--- config.mk ---
export PLATFORM = sky130hd
export DESIGN_NAME = caxi4interconnect_reg_slice_rev_flat
export DESIGN_NICKNAME = d
export VERILOG_FILES = /design/src/rtl/caxi4interconnect_reg_slice_rev_if.sv /design/src/rtl/caxi4interconnect_reg_slice_rev.sv /design/src/flat_wrapper.sv
export SDC_FILE = /design/constraint.sdc
export NUM_CORES = 1
export LEC_CHECK = 0
export ABC_AREA = 1
export ABC_CLOCK_PERIOD_IN_PS = 1450
export CORE_MARGIN = 2
export CORE_UTILIZATION = 45
export DETAILED_ROUTE_END_ITERATION = 8
export GPL_TIMING_DRIVEN = 1
export PLACE_DENSITY = 0.79
export SLEW_MARGIN = 40
export SYNTH_ARGS = -nofsm -noshare
export SYNTH_HDL_FRONTEND = slang
export SYNTH_SLANG_ARGS = --single-unit
--- constraint.sdc ---
create_clock -name sysClk -period 1.45 [get_ports sysClk]
set_input_delay 0.145 -clock sysClk [delete_from_list [all_inputs] [get_ports sysClk]]
set_output_delay 0.145 -clock sysClk [all_outputs]
set_load 0.005 [all_outputs]
--- src/rtl/caxi4interconnect_reg_slice_rev_if.sv ---
// Channel bundle for the ready-path register slice.
// master: source/sink side (bench or surrounding fabric); slave: the slice itself.
interface caxi4interconnect_reg_slice_rev_if #(
  parameter int CHAN_WIDTH = 5
);
  logic [CHAN_WIDTH-1:0] mDat;
  logic                  mValid;
  logic                  mReady;
  logic [CHAN_WIDTH-1:0] sDat;
  logic                  sValid;
  logic                  sReady;

  modport master (
    output mDat, mValid, sReady,
    input  mReady, sDat, sValid
  );

  modport slave (
    input  mDat, mValid, sReady,
    output mReady, sDat, sValid
  );
endinterface

--- src/rtl/caxi4interconnect_reg_slice_rev.sv ---
// Reverse (ready-path) register slice: data/valid pass through with zero
// latency, mReady is registered, and a one-entry skid register holds the
// beat that was in flight when the sink stalled. Includes a saturating
// stall-cycle counter for debug.
module caxi4interconnect_reg_slice_rev #(
  parameter int CHAN_WIDTH      = 5,
  parameter int STALL_CNT_WIDTH = 8
) (
  input  logic                       sysClk,
  input  logic                       sysReset,
  caxi4interconnect_reg_slice_rev_if.slave chan,
  input  logic                       stallCntClr,
  output logic                       skidFull,
  output logic [STALL_CNT_WIDTH-1:0] stallCnt
);

  localparam logic [1:0] IDLE = 2'b00;
  localparam logic [1:0] PASS = 2'b01;
  localparam logic [1:0] SKID = 2'b10;

  logic [1:0]            state;
  logic [1:0]            nextState;
  logic [CHAN_WIDTH-1:0] skidDat;
  logic                  mReadyQ;
  logic                  skidLoad;

  // Next-state decode; the unused encoding falls back to IDLE.
  always_comb begin
    nextState = IDLE;
    case (state)
      IDLE:    nextState = PASS;
      PASS:    nextState = (chan.mValid && !chan.sReady) ? SKID : PASS;
      SKID:    nextState = chan.sReady ? PASS : SKID;
      default: nextState = IDLE;
    endcase
  end

  // In PASS mReady is always 1, so mValid alone means a beat was accepted.
  assign skidLoad = (state == PASS) && chan.mValid && !chan.sReady;

  // State register and registered ready (high only when heading into PASS).
  always_ff @(posedge sysClk or posedge sysReset) begin
    if (sysReset) begin
      state   <= IDLE;
      mReadyQ <= 1'b0;
    end else begin
      state   <= nextState;
      mReadyQ <= (nextState == PASS);
    end
  end

  // Skid register captures the beat accepted while the sink stalls.
  always_ff @(posedge sysClk or posedge sysReset) begin
    if (sysReset) begin
      skidDat <= '0;
    end else if (skidLoad) begin
      skidDat <= chan.mDat;
    end
  end

  // Saturating count of cycles spent in SKID; clear wins over increment.
  always_ff @(posedge sysClk or posedge sysReset) begin
    if (sysReset) begin
      stallCnt <= '0;
    end else if (stallCntClr) begin
      stallCnt <= '0;
    end else if ((state == SKID) && (stallCnt != '1)) begin
      stallCnt <= stallCnt + STALL_CNT_WIDTH'(1);
    end
  end

  assign chan.mReady = mReadyQ;
  assign chan.sValid = ((state == PASS) && chan.mValid) || (state == SKID);
  assign chan.sDat   = (state == SKID) ? skidDat : chan.mDat;
  assign skidFull    = (state == SKID);

endmodule

--- src/flat_wrapper.sv ---
// flat-port wrapper written by rule: the top's interface ports become plain ports
module caxi4interconnect_reg_slice_rev_flat 
#(
  parameter int CHAN_WIDTH      = 5,
  parameter int STALL_CNT_WIDTH = 8
)
  (sysClk, sysReset, stallCntClr, skidFull, stallCnt, chan_mDat, chan_mValid, chan_sReady, chan_mReady, chan_sDat, chan_sValid);
  caxi4interconnect_reg_slice_rev_if #(.CHAN_WIDTH(CHAN_WIDTH)) chan_i ();
  input  logic sysClk;
  input  logic sysReset;
  input  logic stallCntClr;
  output logic skidFull;
  output logic [STALL_CNT_WIDTH-1:0] stallCnt;
  input wire logic [$bits(chan_i.mDat)-1:0] chan_mDat;
  input wire logic [$bits(chan_i.mValid)-1:0] chan_mValid;
  input wire logic [$bits(chan_i.sReady)-1:0] chan_sReady;
  output wire logic [$bits(chan_i.mReady)-1:0] chan_mReady;
  output wire logic [$bits(chan_i.sDat)-1:0] chan_sDat;
  output wire logic [$bits(chan_i.sValid)-1:0] chan_sValid;
  assign chan_i.mDat = chan_mDat;
  assign chan_i.mValid = chan_mValid;
  assign chan_i.sReady = chan_sReady;
  assign chan_mReady = chan_i.mReady;
  assign chan_sDat = chan_i.sDat;
  assign chan_sValid = chan_i.sValid;
  caxi4interconnect_reg_slice_rev #(.CHAN_WIDTH(CHAN_WIDTH), .STALL_CNT_WIDTH(STALL_CNT_WIDTH)) u_core (.sysClk(sysClk), .sysReset(sysReset), .chan(chan_i), .stallCntClr(stallCntClr), .skidFull(skidFull), .stallCnt(stallCnt));
endmodule
==> results of run 1 <==
-- worst paths after layout --
path | from | end | slack, ps | cells after the start
max reg2reg | u_core.stallCnt[0] | u_core.stallCnt[0] | 110 | 8
max in group asynchronous | sysReset | u_core.stallCnt[5] | 1090 | 3
min in group sysClk | chan_mDat[4] | u_core.skidDat[4] | 450 | 3
max | u_core.stallCnt[3] | stallCnt[3] | 70 | 1
min reg2reg | u_core.skidDat[3] | u_core.skidDat[3] | 510 | 2
min | sysReset | u_core.chan.mReady | 160 | 3
-- stage by stage --
stage	hold slack [ps]	TNS, ps	power, W
floorplan	58.7	0	0.000630
global placement	465	-15.4	0.000750
detailed placement	475	-67.4	0.000757
CTS	162	-479	0.00106
global route	196	-0.614	0.00111
finish	156	0	0.00105
-- sequential cells by signal, indices dropped and copies added, names as in the netlist --
signal and cells:
u_core.stallCnt 8, u_core.skidDat 5, u_core.state 2, u_core.chan.mReady 1
-- where the power goes --
group | total, W | switching [W] | internal [W]
Combinational | 0.000228 | 0.000114 | 0.000115
Sequential | 0.000523 | 0.0000264 | 0.000497
Clock | 0.000298 | 0.000145 | 0.000153
-- per-layer routing --
layer	global-route usage, %	vias up	share of wire (%)
met5	0	-	0
met4	7.57	0	1.3
li1	-	454	-
met3	4.07	4	3.7
met2	34.4	29	52
met1	25.5	392	43
-- timing repair --
| action | 4_1_cts | 5_1_grt |
|---|---|---|
| hold buffers | 0 | 0 |
| setup buffers | 1 | 3 |
| endpoints found under the setup margin | 7 | 12 |
| resized for setup | 10 | 18 |
| pin swaps | 0 | 1 |
-- layout make-up --
type / instances / share of cell area, %
well taps: 25 / 2.47
inverters: 19 / 5.82
multi-input cells: 84 / 31.8
flip-flops and latches: 16 / 31.8
repair buffers: 36 / 25.3
clock buffers: 4 / 2.86
-- cell usage in the layout, fill, tap and decap left out --
cell type and n:
clkdlybuf4s50_1 16, nand2_4 2, inv_4 1, nand4_1 1, dfrtp_1 14, clkbuf_2 2, nor2_2 4, inv_1 17
clkbuf_4 3, buf_4 11, nand3_1 13, dlymetal6s2s_1 4, o21ai_0 8, nand2_2 3, ha_1 1, o21bai_1 1
clkbuf_8 1, nand2_1 29, dfrtp_2 2, a21o_1 1, inv_2 1, dlygate4sd2_1 1, buf_2 2, a21oi_1 4
nor2_1 13, o21ai_1 4
-- synthesized netlist by cell type --
library cell  instances
clkbuf_1              1
dfrtp_1              16
buf_2                 1
a21o_1                1
nand4_1               1
nand3_1              13
nand2_1              29
o21ai_0              11
o21ai_1               1
nor2_2                3
a21oi_1               4
o21bai_1              1
nor2_1               14
inv_1                18
nand2_4               1
inv_2                 1
nand2_2               4
ha_1                  1
-- kinds of logic (layout without fill, tap and decap cells) --
logic type               count (synthesis)  after routing
AND/OR/NAND/NOR                         65             65
adder cells (fa/ha/maj)                  1              1
flip-flops                              16             16
AO/OA/AOI/OAI                           18             18
buffers and inverters                   21             59
==> reports/results.txt, run 1 <==
Outcome: completed
Setup Viol. Count Final: 0
Routability cong.: 0.797
Post-synthesis mux area share: 0%
CTS clk-pin slew, worst paths: 100 ps
Worst VDD drop: 0.000685 V
Ranking of synthesized cells by area: dfrtp_1, nand2_1, inv_1
Yosys warning count: 0
First-pass GRT wire length: 3.24 mm
Final core utilization: 71.2%
Ports: 26
Post-route DRC violation count: 0
Power Density: 827 mW/mm²
Area growth syn-to-layout: 44.9%
CTS sink count: 16
Synthesized flop and latch total: 16
Placed inst area: 0.00120 mm²
Total GRT Usage: 20.3%
Bufs and invs on worst path: 1
Clk root buf: clkbuf_4
CP top delay family: buffers and inverters
Largest net degree at the start of global routing: 17
Synth area leader: dfrtp_1
Nets@finish: 171
Final Hold Viols: 0
Routed via count: 879
Worst EP arrival: 1230 ps
Slowest stage delay, CP: 520 ps
TritonCTS buffer count: 3
CP Launch Type: flip-flop
Setup slack after layout: 72.0 ps
Initial DRC count: 21
Slew at the pin closest to its max-slew limit: 354 ps
Die Y: 48.1 µm
CP endpoint kind: primary output
CP required: 1310 ps
Lkg Pwr: 0.700 nW
Antenna violations before repair: 0
Synth Area in Simple Gates: 32.9%
DR vias/cell: 4.78
Starting Density: 49.1%
Synthesized cell area: 876 µm²
Post-Syn Nets: 132
Post-DP HPWL: 1.50 mm
Slew HR: 76.3%
Number of routed nets with antenna violations: 0
Vias in the first global route: 787
Buffers added on ports: 25
Multi-input logic area: 403 µm²
Share of the yosys chip area belonging to registers: 45.7%
Critical path's slowest cell: clkdlybuf4s50_1
Post-layout min period: 1380 ps
Fin crit share: 95.0%
XOR/XNOR Fraction of Synth Area: 0%
Fraction of layout cells with a size suffix above 1: 20.1%
Clock Latency Late Sink: 280 ps
Syn Area/Cell: 7.24 µm²
Final WL: 2.03 mm
Register area: 403 µm²
Final Non-Filler Cells: 184
Critical path class: reg2out
Clock buffer depth: 2
Synth Area in Compound Gates: 10.9%
Die Footprint: 0.00232 mm²
CTS tree: built
Site row count: 15
Pre-CTS setup slack: -31.1 ps
Wirelength per Cell: 11.0 µm
Achievable Freq: 726 MHz
Synth top area share: 45.7%
Final Max Slew Viols: 0
Clk_skew: 2.50 ps
Synth Instances: 121
Die Wd: 48.1 µm
HP Class: in2async
Largest family of logic cells by synthesized area: simple AND/OR/NAND/NOR gates
Fillers: 151
Number of diodes: 0
Design area: 0.00127 mm²
Synth unique cells: 18
Overflow after GRT: 0
Core outline area: 0.00178 mm²
Critical path, cell by cell: clkdlybuf4s50_1
Inst Count DP: 176
Max capacitance violation total: 0
CTS H-tree depth: 1
DRT Pass-1 Iters: 4
Post-synthesis adder-cell area fraction: 1.43%
Max FO, Critical Path: 5
Power figures use the tool's default switching activity.
==> run 2, diff against run 1 <==
--- a/config.mk
+++ b/config.mk
@@ -10,7 +10,7 @@
 export CORE_MARGIN = 2
 export CORE_UTILIZATION = 45
 export DETAILED_ROUTE_END_ITERATION = 8
-export GPL_TIMING_DRIVEN = 1
+export GPL_TIMING_DRIVEN = 0
 export PLACE_DENSITY = 0.79
 export SLEW_MARGIN = 40
 export SYNTH_ARGS = -nofsm -noshare
==> run 2 against run 1 <==
  * Critical path depth rose by 6
  * Largest cell class is now multi-input gates
  * Clock skew rose by 1.3 ps
  * Sequential share of layout area fell by 0.61 points
  * Via count rose by 3.3%
  * Fmax fell by 4.4%
  * Wire length rose by 4.3%
  * Critical endpoint is now chan_sDat[2]
  * Count of clock-buffer cells in the layout fell by 1
  * Sequential power rose by 2%
==> reports/results.txt, run 2 (synthesis gave the netlist of run 1 again) <==
Max reg flops: 8 (unchanged)
Wirelength per Cell: 11.4 µm (+3.7%)
Starting Density: 49.1% (unchanged)
CTS clk-pin slew, worst paths: 90 ps (about the same)
TritonCTS buffer count: 3 (unchanged)
Final Hold Viols: 0 (unchanged)
Number of diodes: 0 (unchanged)
Lkg Pwr: 0.679 nW (-3.0%)
Slew at the pin closest to its max-slew limit: 601 ps (+247 ps)
CTS H-tree depth: 1 (unchanged)
Largest net degree at the start of global routing: 17 (unchanged)
Nets@finish: 173 (+1.2%)
Number of routed nets with antenna violations: 0 (unchanged)
Power Density: 766 mW/mm² (-7.3%)
Worst EP arrival: 1300 ps (+70 ps)
CP endpoint kind: primary output
Die Wd: 48.1 µm (unchanged)
Critical path class: reg2out
Max FO, Critical Path: 7 (+2)
Fin crit share: 99.4% (+4.3 points)
DR vias/cell: 4.91 (+2.7%)
Max capacitance violation total: 0 (unchanged)
RSZ-0062 raised after global routing: yes
Die Y: 48.1 µm (unchanged)
Setup Viol. Count Final: 0 (unchanged)
Initial DRC count: 26 (+24%)
Hold buffer count at CTS: 0 (unchanged)
Routability cong.: 0.765 (-4.0%)
Critical path, cell by cell: inv_2 > nand2_4 > inv_4 > buf_6 > nand2_2 > o21ai_1 > buf_2
CTS tree: built
Routed via count: 908 (+3.3%)
R2R setup slack: 50 ps (-60 ps)
CP Launch Type: flip-flop
Overflow after GRT: 0 (unchanged)
RR Startpoint: u_core.stallCnt[1]
Clk_skew: 3.79 ps (+1.29 ps)
Most frequent cells in the layout: nand2_1, clkdlybuf4s50_1, inv_1, nor2_1, dfrtp_1
Clock Latency Late Sink: 280 ps (about the same)
Die Footprint: 0.00232 mm² (unchanged)
Final WL: 2.12 mm (+4.3%)
Core outline area: 0.00178 mm² (unchanged)
Fillers: 133 (-12%)
Worst flop-to-flop path endpoint: u_core.stallCnt[1]
DRT Pass-1 Iters: 4 (unchanged)
Vias in the first global route: 781 (-0.76%)
Final core utilization: 72.6% (+1.4 points)
Final TNS setup: 0 ps (unchanged)
Fraction of layout cells with a size suffix above 1: 23.8% (+3.6 points)
Clk root buf: clkbuf_4
HP Class: in2async
Ports: 26 (unchanged)
Reg2reg path depth: 7 (-1)
Outcome: completed
Clock buffer depth: 2 (unchanged)
Area growth syn-to-layout: 47.7%
Total GRT Usage: 19.7% (-0.54 points)
Antenna violations before repair: 0 (unchanged)
Worst VDD drop: 0.000600 V (-12%)
Post-route DRC violation count: 0 (unchanged)
Slew HR: 59.9% (-16 points)
Achievable Freq: 694 MHz (-4.4%)
Biggest register: u_core.stallCnt
Post-DP HPWL: 1.46 mm (-3.0%)
CTS sink count: 16 (unchanged)
Site row count: 15 (unchanged)
CP required: 1310 ps (about the same)
First-pass GRT wire length: 3.18 mm (-1.7%)
Buffers added on ports: 25 (unchanged)
Top flop regs: u_core.stallCnt: 8 flops, u_core.skidDat: 5 flops, u_core.state: 2 flops
Critical path's slowest cell: dfrtp_1
Slowest stage delay, CP: 400 ps (-120 ps)
Final Max Slew Viols: 0 (unchanged)
Post-layout min period: 1440 ps (+62.8 ps)
Most common cell after layout, fill and taps aside: nand2_1
-- run 2: changes by cell type in the layout (fill, tap and decap cells not counted), moves of 2 or more --
cell and change:
clkdlybuf4s50_1 +2, nor2_2 -2, nand2_1 -3, clkdlybuf4s15_1 +2
o21ai_0 -2, buf_6 +2, nand2_4 +3, dlymetal6s2s_1 -4
buf_4 -2, buf_2 +3
-- run 2: through the flow --
stage / setup slack (ps) / total power (W) / instance area, µm² / instances / hold slack [ps]
after floorplan: 218 / 0.000630 / 876 / 121 / 58.7
after global placement: -108 / 0.000728 / 1160 / 171 / 466
after detailed placement: -114 / 0.000737 / 1160 / 171 / 482
after CTS: 3.22 / 0.000973 / 1210 / 180 / 250
after global routing: -51.8 / 0.00104 / 1290 / 185 / 285
final: 9.17 / 0.000992 / 1290 / 185 / 231
-- run 2: how the worst max path moves through the flow --
stage	from	endpoint	slack, ps	cells past startpoint
after floorplan	u_core.stallCnt[0]	u_core.stallCnt[0]	220	8
after global placement	u_core.state[0]	chan_sDat[4]	-110	6
after detailed placement	u_core.state[0]	chan_sDat[2]	-110	6
after CTS	u_core.state[0]	chan_sDat[1]	3	5
after global routing	u_core.state[0]	chan_sDat[2]	-50	7
final	u_core.state[0]	chan_sDat[2]	9	7
-- run 2: cell type report --
type                    count  area (µm²)  area share, %
clock buffers               3        22.5           1.74
well taps                  25        31.3           2.42
multi-input cells          84         439           33.9
repair buffers             36         315           24.4
inverters                  19        73.8           5.71
flip-flops and latches     16         403           31.1
plain buffers               2        8.76          0.677
-- run 2: repair_timing --
item | 4_1_cts | 5_1_grt
gates resized for setup | 29 | 16
pin swaps | 2 | 4
endpoints found under the setup margin | 7 | 13
cloned | 0 | 0
buffers inserted | 6 | 5
-- run 2: critical path, delay by kind of cell, from the launching register on --
kind	cells	cell delay (ps)
flip-flops	1	400
AND/OR/NAND/NOR	2	130
AO/OA/AOI/OAI	1	70
buffers and inverters	4	400
-- run 2: power breakdown --
group          internal, W  switching, W
registers         0.000497     0.0000369
logic             0.000114      0.000111
clock network    0.0000965      0.000135
total             0.000708      0.000284
-- run 2: metal layers --
metal	track usage, %	vias to the layer above	share of wire [%]
met4	8.11	0	0.99
met5	0	-	0
li1	-	462	-
met3	3.33	4	3.4
met1	24.8	422	42
met2	33.6	20	53
==> run 3, diff against run 2 <==
--- a/config.mk
+++ b/config.mk
@@ -7,11 +7,13 @@
 export LEC_CHECK = 0
 export ABC_AREA = 1
 export ABC_CLOCK_PERIOD_IN_PS = 1450
+export CELL_PAD_IN_SITES_DETAIL_PLACEMENT = 1
+export CELL_PAD_IN_SITES_GLOBAL_PLACEMENT = 2
 export CORE_MARGIN = 2
-export CORE_UTILIZATION = 45
+export CORE_UTILIZATION = 24
 export DETAILED_ROUTE_END_ITERATION = 8
 export GPL_TIMING_DRIVEN = 0
-export PLACE_DENSITY = 0.79
+export PLACE_DENSITY = 0.78
 export SLEW_MARGIN = 40
 export SYNTH_ARGS = -nofsm -noshare
 export SYNTH_HDL_FRONTEND = slang
==> run 3 against run 2 <==
  * Core utilization down 34 points
  * Via count fell by 2.0%
  * Clock skew fell by 2.6 ps
  * Sequential cell count did not move
  * Final cell count grew 9.2%
  * Register-to-register slack better by 60 ps
  * Sequential power barely moved
  * First-iteration DRC count grew 12%
==> reports/results.txt, run 3 (synthesis gave the netlist of run 1 again) <==
Number of routed nets with antenna violations: 0 (unchanged)
CTS tree: built
Worst VDD drop: 0.000464 V (-23%)
R2R setup slack: 110 ps (+60 ps)
DR vias/cell: 4.41 (-10%)
Worst EP arrival: 1300 ps (about the same)
CTS H-tree depth: 1 (unchanged)
CP required: 1310 ps (about the same)
Initial DRC count: 29 (+12%)
Buffers added on ports: 25 (unchanged)
Wirelength per Cell: 11.5 µm (+0.76%)
Routed wl met2: 1.13 mm (+0.44%)
CP endpoint kind: primary output
Final Max Slew Viols: 0 (unchanged)
Worst flop-to-flop path endpoint: u_core.stallCnt[5]
Clock Latency Late Sink: 280 ps (about the same)
Reg2reg path depth: 8 (+1)
Setup Viol. Count Final: 0 (unchanged)
Overflow after GRT: 0 (unchanged)
CTS sink count: 16 (unchanged)
TritonCTS buffer count: 3 (unchanged)
Highest Signal Layer: met4
Clk_skew: 1.23 ps (-2.57 ps)
Most common cell after layout, fill and taps aside: nand2_1
Top flop regs: u_core.stallCnt: 8 flops, u_core.skidDat: 5 flops, u_core.state: 2 flops
Most frequent cells in the layout: nand2_1, inv_1, clkdlybuf4s50_1, nor2_1, nand3_1
Final WL: 2.33 mm (+10%)
Nets@finish: 168 (-2.9%)
RSZ-0062 raised after global routing: yes
Outcome: completed
Post-layout min period: 1450 ps (+7.01 ps)
Fillers: 442 (+230%)
HP Class: in2async
Hold buffer count at CTS: 0 (unchanged)
Slew at the pin closest to its max-slew limit: 647 ps (+46.7 ps)
Antenna violations before repair: 0 (unchanged)
CP endpoint: chan_sDat[2]
CP Launch Type: flip-flop
CTS clk-pin slew, worst paths: 100 ps (about the same)
Clock buffer depth: 2 (unchanged)
Hold Slack: 240 ps (+9.09 ps)
Routability cong.: 0.741 (-3.2%)
Ports: 26 (unchanged)
Site row count: 21 (+6)
Achievable Freq: 691 MHz (-0.48%)
Slowest stage delay, CP: 420 ps (+20 ps)
Area growth syn-to-layout: 51.0%
Power Density: 800 mW/mm² (+4.4%)
Fraction of layout cells with a size suffix above 1: 26.3% (+2.5 points)
Die Y: 64.4 µm (+34%)
Largest net degree at the start of global routing: 17 (unchanged)
Critical path, cell by cell: inv_2 > nand2_4 > inv_4 > buf_8 > nand2_2 > o21ai_1 > buf_2
Pwr Total: 0.00106 W (+6.7%)
Number of diodes: 0 (unchanged)
WL met1: 1.07 mm (+19%)
Slew HR: 56.8% (-3.1 points)
DRT Pass-1 Iters: 2 (-2)
Post-DP HPWL: 1.72 mm (+18%)
Design area: 0.00132 mm² (+2.2%)
Routed wl met3: 111 µm (+56%)
Die Wd: 64.4 µm (+34%)
Max capacitance violation total: 0 (unchanged)
Total GRT Usage: 12.2% (-7.6 points)
Critical path class: reg2out
Lkg Pwr: 0.695 nW (+2.4%)
First-pass GRT wire length: 4.01 mm (+26%)
Clk root buf: clkbuf_4
Final Hold Viols: 0 (unchanged)
Critical path's slowest cell: dfrtp_1
Routed via count: 890 (-2.0%)
Die Footprint: 0.00415 mm² (+79%)
Fin crit share: 99.9% (+0.48 points)
RR Startpoint: u_core.stallCnt[1]
Starting Density: 25.6% (-23 points)
Core outline area: 0.00342 mm² (+92%)
Biggest register: u_core.stallCnt
Placed inst area: 0.00118 mm² (+2.3%)
Post-route DRC violation count: 0 (unchanged)
Worst Setup SP: u_core.state[0]
Max reg flops: 8 (unchanged)
Vias in the first global route: 938 (+20%)
Max FO, Critical Path: 7 (unchanged)
==> run 3: cell types whose count changed in the layout (fill, tap and decap cells not counted), moves of 2 or more <==
| cell | change |
|---|---|
| buf_4 | -5 |
| dfrtp_2 | +2 |
| nand2_1 | -2 |
| o21ai_1 | -3 |
| o21ai_2 | +3 |
| dfrtp_1 | -2 |
==> run 3: metal layers <==
layer,vias to the layer above,GRT usage [%]
met2,18,21.7
met4,0,4.79
li1,450,-
met5,-,0
met3,2,1.74
met1,420,14.7
==> run 3: layout make-up <==
cell class / count / area (µm²) / share of cell area (%)
Buffer: 2 / 8.76 / 0.662
Clock buffer: 4 / 36.3 / 2.74
Inverter: 19 / 73.8 / 5.58
Multi-Input combinational cell: 84 / 458 / 34.6
Sequential cell: 16 / 405 / 30.7
Tap cell: 46 / 57.6 / 4.35
Timing Repair Buffer: 31 / 283 / 21.4
==> run 3: worst min path at each step <==
| stage | end | slack, ps | cells after the start |
|---|---|---|---|
| after global routing | u_core.state[0] | 300 | 2 |
| final | u_core.state[0] | 240 | 2 |
| after CTS | u_core.state[0] | 270 | 2 |
| after detailed placement | u_core.skidDat[4] | 480 | 2 |
| after global placement | u_core.skidDat[2] | 470 | 2 |
| after floorplan | u_core.chan.mReady | 60 | 1 |
==> run 3: timing repair <==
| item | CTS | global route |
|---|---|---|
| buffers inserted | 5 | 1 |
| hold endpoints to repair | 0 | 0 |
| pin swaps | 2 | 4 |
| setup endpoints to repair | 7 | 18 |
| gates resized for setup | 33 | 22 |
==> run 3: critical path, delay by kind of cell (launching register included) <==
family / cells / cell delay [ps]
DFF: 1 / 420
and+or+nand+nor: 2 / 130
buffers and inverters: 4 / 400
AOI/OAI and AO/OA: 1 / 60
==> run 3: where the power goes <==
group	total [W]	switching (W)	internal [W]
clock	0.000299	0.000146	0.000153
sequential	0.000536	0.0000388	0.000498
combinational	0.000223	0.000114	0.000109
==> run 3: metrics by stage <==
| stage | std cells | TNS [ps] | setup WS, ps | utilization, % |
|---|---|---|---|---|
| 6_report | 202 | 0 | 2.16 | 38.7 |
| 5_1_grt | 202 | -277 | -91.0 | 38.7 |
| 4_1_cts | 201 | -40.0 | -29.5 | 36.5 |
| 3_5_place_dp | 192 | -544 | -184 | 34.7 |
| 3_3_place_gp | 192 | -379 | -152 | 34.7 |
| 2_1_floorplan | 121 | 0 | 218 | - |
